## config.mk

```make
export PLATFORM = sky130hd
export DESIGN_NAME = do_shift
export DESIGN_NICKNAME = d
export VERILOG_FILES = /design/src/rtl/do_shift.sv
export SDC_FILE = /design/constraint.sdc
export NUM_CORES = 1
export LEC_CHECK = 0
export CAP_MARGIN = 25
export CELL_PAD_IN_SITES_DETAIL_PLACEMENT = 0
export CELL_PAD_IN_SITES_GLOBAL_PLACEMENT = 1
export CORE_UTILIZATION = 28
export CTS_CLUSTER_SIZE = 20
export DETAILED_ROUTE_END_ITERATION = 10
export GPL_TIMING_DRIVEN = 0
export HOLD_SLACK_MARGIN = 0.02
export PLACE_DENSITY = 0.91
export SLEW_MARGIN = 20
export SYNTH_ARGS = -nofsm -noshare
export SYNTH_HDL_FRONTEND = slang
export SYNTH_SLANG_ARGS = --single-unit
```

## constraint.sdc

```tcl
create_clock -name clk -period 4.97 [get_ports clk]
set_input_delay 0.994 -clock clk [delete_from_list [all_inputs] [get_ports clk]]
set_output_delay 0.994 -clock clk [all_outputs]
set_load 0.1 [all_outputs]
```

## src/rtl/do_shift.sv

```systemverilog
// -----------------------------------------------------------------------------
// do_shift
// Registered, single-cycle barrel shifter. It gives exact Verilog shift
// semantics for a full-width shift amount. The amount is never truncated, and
// any amount >= DATA_W drains the word: it becomes zero, or all sign bits for
// an arithmetic right shift.
//
// Parameters
//   DATA_W      data/result width, 1..64
//   AMT_W       shift-amount width, 1..32
// Ports
//   clk         rising-edge clock
//   rst         synchronous active-high reset
//   in_valid    request strobe; operands are captured when high
//   in_data     operand word
//   in_amt      unsigned shift amount; all bits are significant
//   in_op       00 lsl, 01 asl (same as lsl), 10 lsr, 11 asr
//   out_valid   result strobe, one cycle after the request
//   out_data    shifted result; holds its value while no request arrives
//   out_drained high when the captured amount was >= DATA_W
// -----------------------------------------------------------------------------
module do_shift #(
    parameter int DATA_W = 7,
    parameter int AMT_W  = 32
) (
    input  logic              clk,
    input  logic              rst,
    input  logic              in_valid,
    input  logic [DATA_W-1:0] in_data,
    input  logic [AMT_W-1:0]  in_amt,
    input  logic [1:0]        in_op,
    output logic              out_valid,
    output logic [DATA_W-1:0] out_data,
    output logic              out_drained
);

    // Number of barrel stages. A 1-bit word still gets one stage so that the
    // slices below stay legal.
    localparam int SHW = (DATA_W > 1) ? $clog2(DATA_W) : 1;

    localparam logic [1:0] OP_LSL = 2'b00;
    localparam logic [1:0] OP_ASL = 2'b01;
    localparam logic [1:0] OP_LSR = 2'b10;
    localparam logic [1:0] OP_ASR = 2'b11;

    localparam logic [32:0] DATA_W_C = 33'(DATA_W);

    logic [32:0]       amt_ext_s;
    logic [SHW-1:0]    amt_low_s;
    logic              upper_any_s;
    logic              low_ge_s;
    logic              drained_s;
    logic              sign_s;
    logic [DATA_W-1:0] barrel_s;
    logic [DATA_W-1:0] result_s;

    // Amount decode. If any bit at or above SHW is set, the amount is at least
    // 2**SHW, which is already >= DATA_W. Otherwise only the low bits need to
    // be compared against DATA_W.
    always_comb begin
        amt_ext_s   = 33'(in_amt);
        amt_low_s   = amt_ext_s[SHW-1:0];
        upper_any_s = |amt_ext_s[32:SHW];
        low_ge_s    = (33'(amt_low_s) >= DATA_W_C);
        drained_s   = upper_any_s | low_ge_s;
        sign_s      = in_data[DATA_W-1];
    end

    // Log-depth mux barrel on the low amount bits. Each stage shifts by a
    // constant 2**i. For an arithmetic right shift, the vacated MSBs are
    // filled with the sign bit through a mask.
    always_comb begin
        barrel_s = in_data;
        for (int i = 0; i < SHW; i++) begin
            if (amt_low_s[i]) begin
                case (in_op)
                    OP_LSL, OP_ASL: barrel_s = barrel_s << (1 << i);
                    OP_LSR:         barrel_s = barrel_s >> (1 << i);
                    OP_ASR:         barrel_s = (barrel_s >> (1 << i)) |
                                               ({DATA_W{sign_s}} &
                                                ~({DATA_W{1'b1}} >> (1 << i)));
                    default:        barrel_s = barrel_s;
                endcase
            end else begin
                barrel_s = barrel_s;
            end
        end
    end

    // Drained override. The barrel result is only meaningful when the amount
    // is below DATA_W.
    always_comb begin
        if (drained_s) begin
            if (in_op == OP_ASR) begin
                result_s = {DATA_W{sign_s}};
            end else begin
                result_s = {DATA_W{1'b0}};
            end
        end else begin
            result_s = barrel_s;
        end
    end

    // Output register. Reset wins over a request on the same edge. Data and the
    // drained flag hold their values across idle cycles.
    always_ff @(posedge clk) begin
        if (rst) begin
            out_valid   <= 1'b0;
            out_data    <= {DATA_W{1'b0}};
            out_drained <= 1'b0;
        end else if (in_valid) begin
            out_valid   <= 1'b1;
            out_data    <= result_s;
            out_drained <= drained_s;
        end else begin
            out_valid   <= 1'b0;
            out_data    <= out_data;
            out_drained <= out_drained;
        end
    end

endmodule

```

==> results.cfg <==
[power_and_ir_drop]
p_leak_nw = 0.521
power_density_nw_per_um2 = 162
ir_drop_uv = 51.2
p_total_mw = 0.243

[clocking]
cts_tree = yes
cts.path.max_buffers = 2
cts_setup_buffers = 0
cts.sinks = 9
root_buffer = clkbuf_4
cts_buffers = 3
clkLatencyLatePin_ps = 260
postCtsHoldBufs = 0
cts.clk_slew.worst_paths_ps = 60
htree_levels = 1
cts_resized = 0

[global_route]
grt_pass1_wl_um = 4800
overflow = 0
grt_pass1_vias = 1055
antenna_found_initial = 0
grt_max_degree = 11
grt_use_total_pct = 17.8

[synth]
synth_nets = 167
netlist_top_cells_area = dfxtp_1 (19%), nor2_1 (5.6%), mux2i_1 (5.4%)
synth_top_cell_area_share_pct = 19.4
synth_area_leader_cell = dfxtp_1
yosys_warnings = 0
synth_seq_cells = 9
synth-edff-count = 0
synth_cells = 123
syn-cell-area_um2 = 931
syn_area_per_cell_um2 = 7.57
ys.flop_type = dfxtp_1
ys_seq_area_share_pct = 19.4
synth.distinct_cells = 41
synthArstFlopShare_pct = 0

[cells_and_area]
area_growth_pct = 61.4
diodes = 0
layout.cells.non_filler = 220
fin_nets = 221
seqCellArea_um2 = 180
fin_area_um2 = 1500
fin_util_pct = 48.4
drive_gt1_share_pct = 7.95
final.fill_count = 324
multi_input_area_um2 = 698

[worst_setup_path]
r2r-start = out_data[0]
cp_top_family = buffers and inverters
crit_chain = clkdlybuf4s50_1
cp_max_fo = 3
path_class = register to output pin
required_ps = 3980
slowest_stage = clkdlybuf4s50_1
ff2ff_setup_slack_ps = 3920
startpoint_type = register
rr_endpoint = out_data[0]
crit_buf_inv = 1
reg2reg_depth = 3
crit_path_end_kind = output pin
critical_path_arrival_ps = 1750
cp_slowest_stage_delay_ps = 1150

[sta]
fin_crit_ps = 2750
finalMaxSlewViolations = 0
hold_slack_ps = 484
clock-skew-final_ps = 0
finalCritPeriodShare_pct = 55.3
layout_setup_ws_ps = 2220
slew_headroom_pct = 34.9
finalSetupTns_ps = 0
final_hold_viol_count = 0
rsz0062_at_grt = false
max_clock_freq_mhz = 364
tightestPinTransition_ps = 973
setup_viol = 0

[placement]
dp.final_hpwl_um = 2430
place.gp.congestion = 0.918
placed_cells = 216
place_area_um2 = 1480
preCtsSetupSlack_ps = 2050
placement.io_buffers = 49

[min_path]
holdPathEnd = out_data[6]
worstHoldPathType = register to register
worstHoldStart = out_data[6]
hold_depth = 2

[floorplan]
ioPinCount = 53
dieArea_um2 = 3560
rows = 20
core_area_um2 = 3100
die_w_um = 59.7
start_util_pct = 30.0
die_h_um = 59.7

[run_status]
status = finished, final reports clean

[routing]
drtIter0Drc = 51
num_vias = 1162
drtAntennaViolNets = 0
firstDrtPassIters = 4
via_per_inst = 5.28
routedWlPerCell_um = 13.9
routed_wl_um = 3050
drcViolationCount = 0

[run]
drv_cap = 0
-- area by class of cell --
| class | count | area share [%] |
|---|---|---|
| Buffer | 10 | 3.25 |
| Clock buffer | 4 | 1.75 |
| Inverter | 1 | 0.250 |
| Multi-Input combinational cell | 103 | 46.5 |
| Sequential cell | 9 | 12.0 |
| Tap cell | 44 | 3.66 |
| Timing Repair Buffer | 49 | 32.6 |
-- synthesized netlist by cell type (3+ instances only) --
| library cell | n |
|---|---|
| nor3b_1 | 3 |
| o21ai_0 | 5 |
| a311oi_1 | 5 |
| mux2i_1 | 5 |
| o32ai_1 | 3 |
| nor2_1 | 14 |
| nor4_1 | 5 |
| nor2b_1 | 4 |
| o311ai_0 | 3 |
| nor3_1 | 3 |
| clkbuf_1 | 5 |
| nand3_1 | 5 |
| nand2b_1 | 6 |
| nand2_1 | 10 |
| buf_2 | 3 |
| dfxtp_1 | 9 |
-- worst max path at each step --
stage | to | from | cells after the start | slack (ps)
5_1_grt | out_data[1] | in_amt[29] | 6 | 2160
6_report | out_data[0] | out_data[0] | 1 | 2220
3_3_place_gp | out_data[1] | in_amt[24] | 6 | 2080
4_1_cts | out_data[0] | out_data[0] | 1 | 2230
3_5_place_dp | out_data[1] | in_amt[24] | 6 | 2050
2_1_floorplan | out_data[3] | in_amt[1] | 4 | 2680
-- routing by layer --
metal,vias to the layer above,GRT usage (%),wire (um)
li1,592,-,-
met1,536,23.2,1420
met2,30,30.3,1450
met3,4,1.08,142
met4,0,7.31,36
met5,-,0,0
-- flip-flops by register name, indices dropped and copies added, names as in the netlist --
name	count
out_data	7
out_drained	1
out_valid	1
-- cell usage in the layout, fill, tap and decap left out, types with 3 or more instances in the layout --
cell	netlist	layout
nor2_1	14	14
o311ai_0	3	3
o32ai_1	3	3
mux2i_1	5	5
nor4_1	5	5
nor2b_1	4	4
nand3_1	5	5
nor3b_1	3	3
nor3_1	3	3
clkbuf_1	5	6
dfxtp_1	9	9
a311oi_1	5	5
nand2b_1	6	6
buf_2	3	3
clkbuf_4	0	3
o21ai_0	5	5
clkdlybuf4s50_1	0	49
nand2_1	10	10
-- where the power goes --
part           total [mW]  switching [mW]  internal (mW)
sequential         0.0764         0.00131         0.0751
clock              0.0556          0.0247         0.0309
combinational       0.111          0.0589         0.0524
-- cell families after synthesis --
family	share of synthesized area, %
AND/OR/NAND/NOR	36.2
flip-flops	19.4
AO/OA/AOI/OAI	28.6
buffers and inverters	5.64
multiplexers	10.2
No activity file was read; power rests on OpenSTA's default activity.
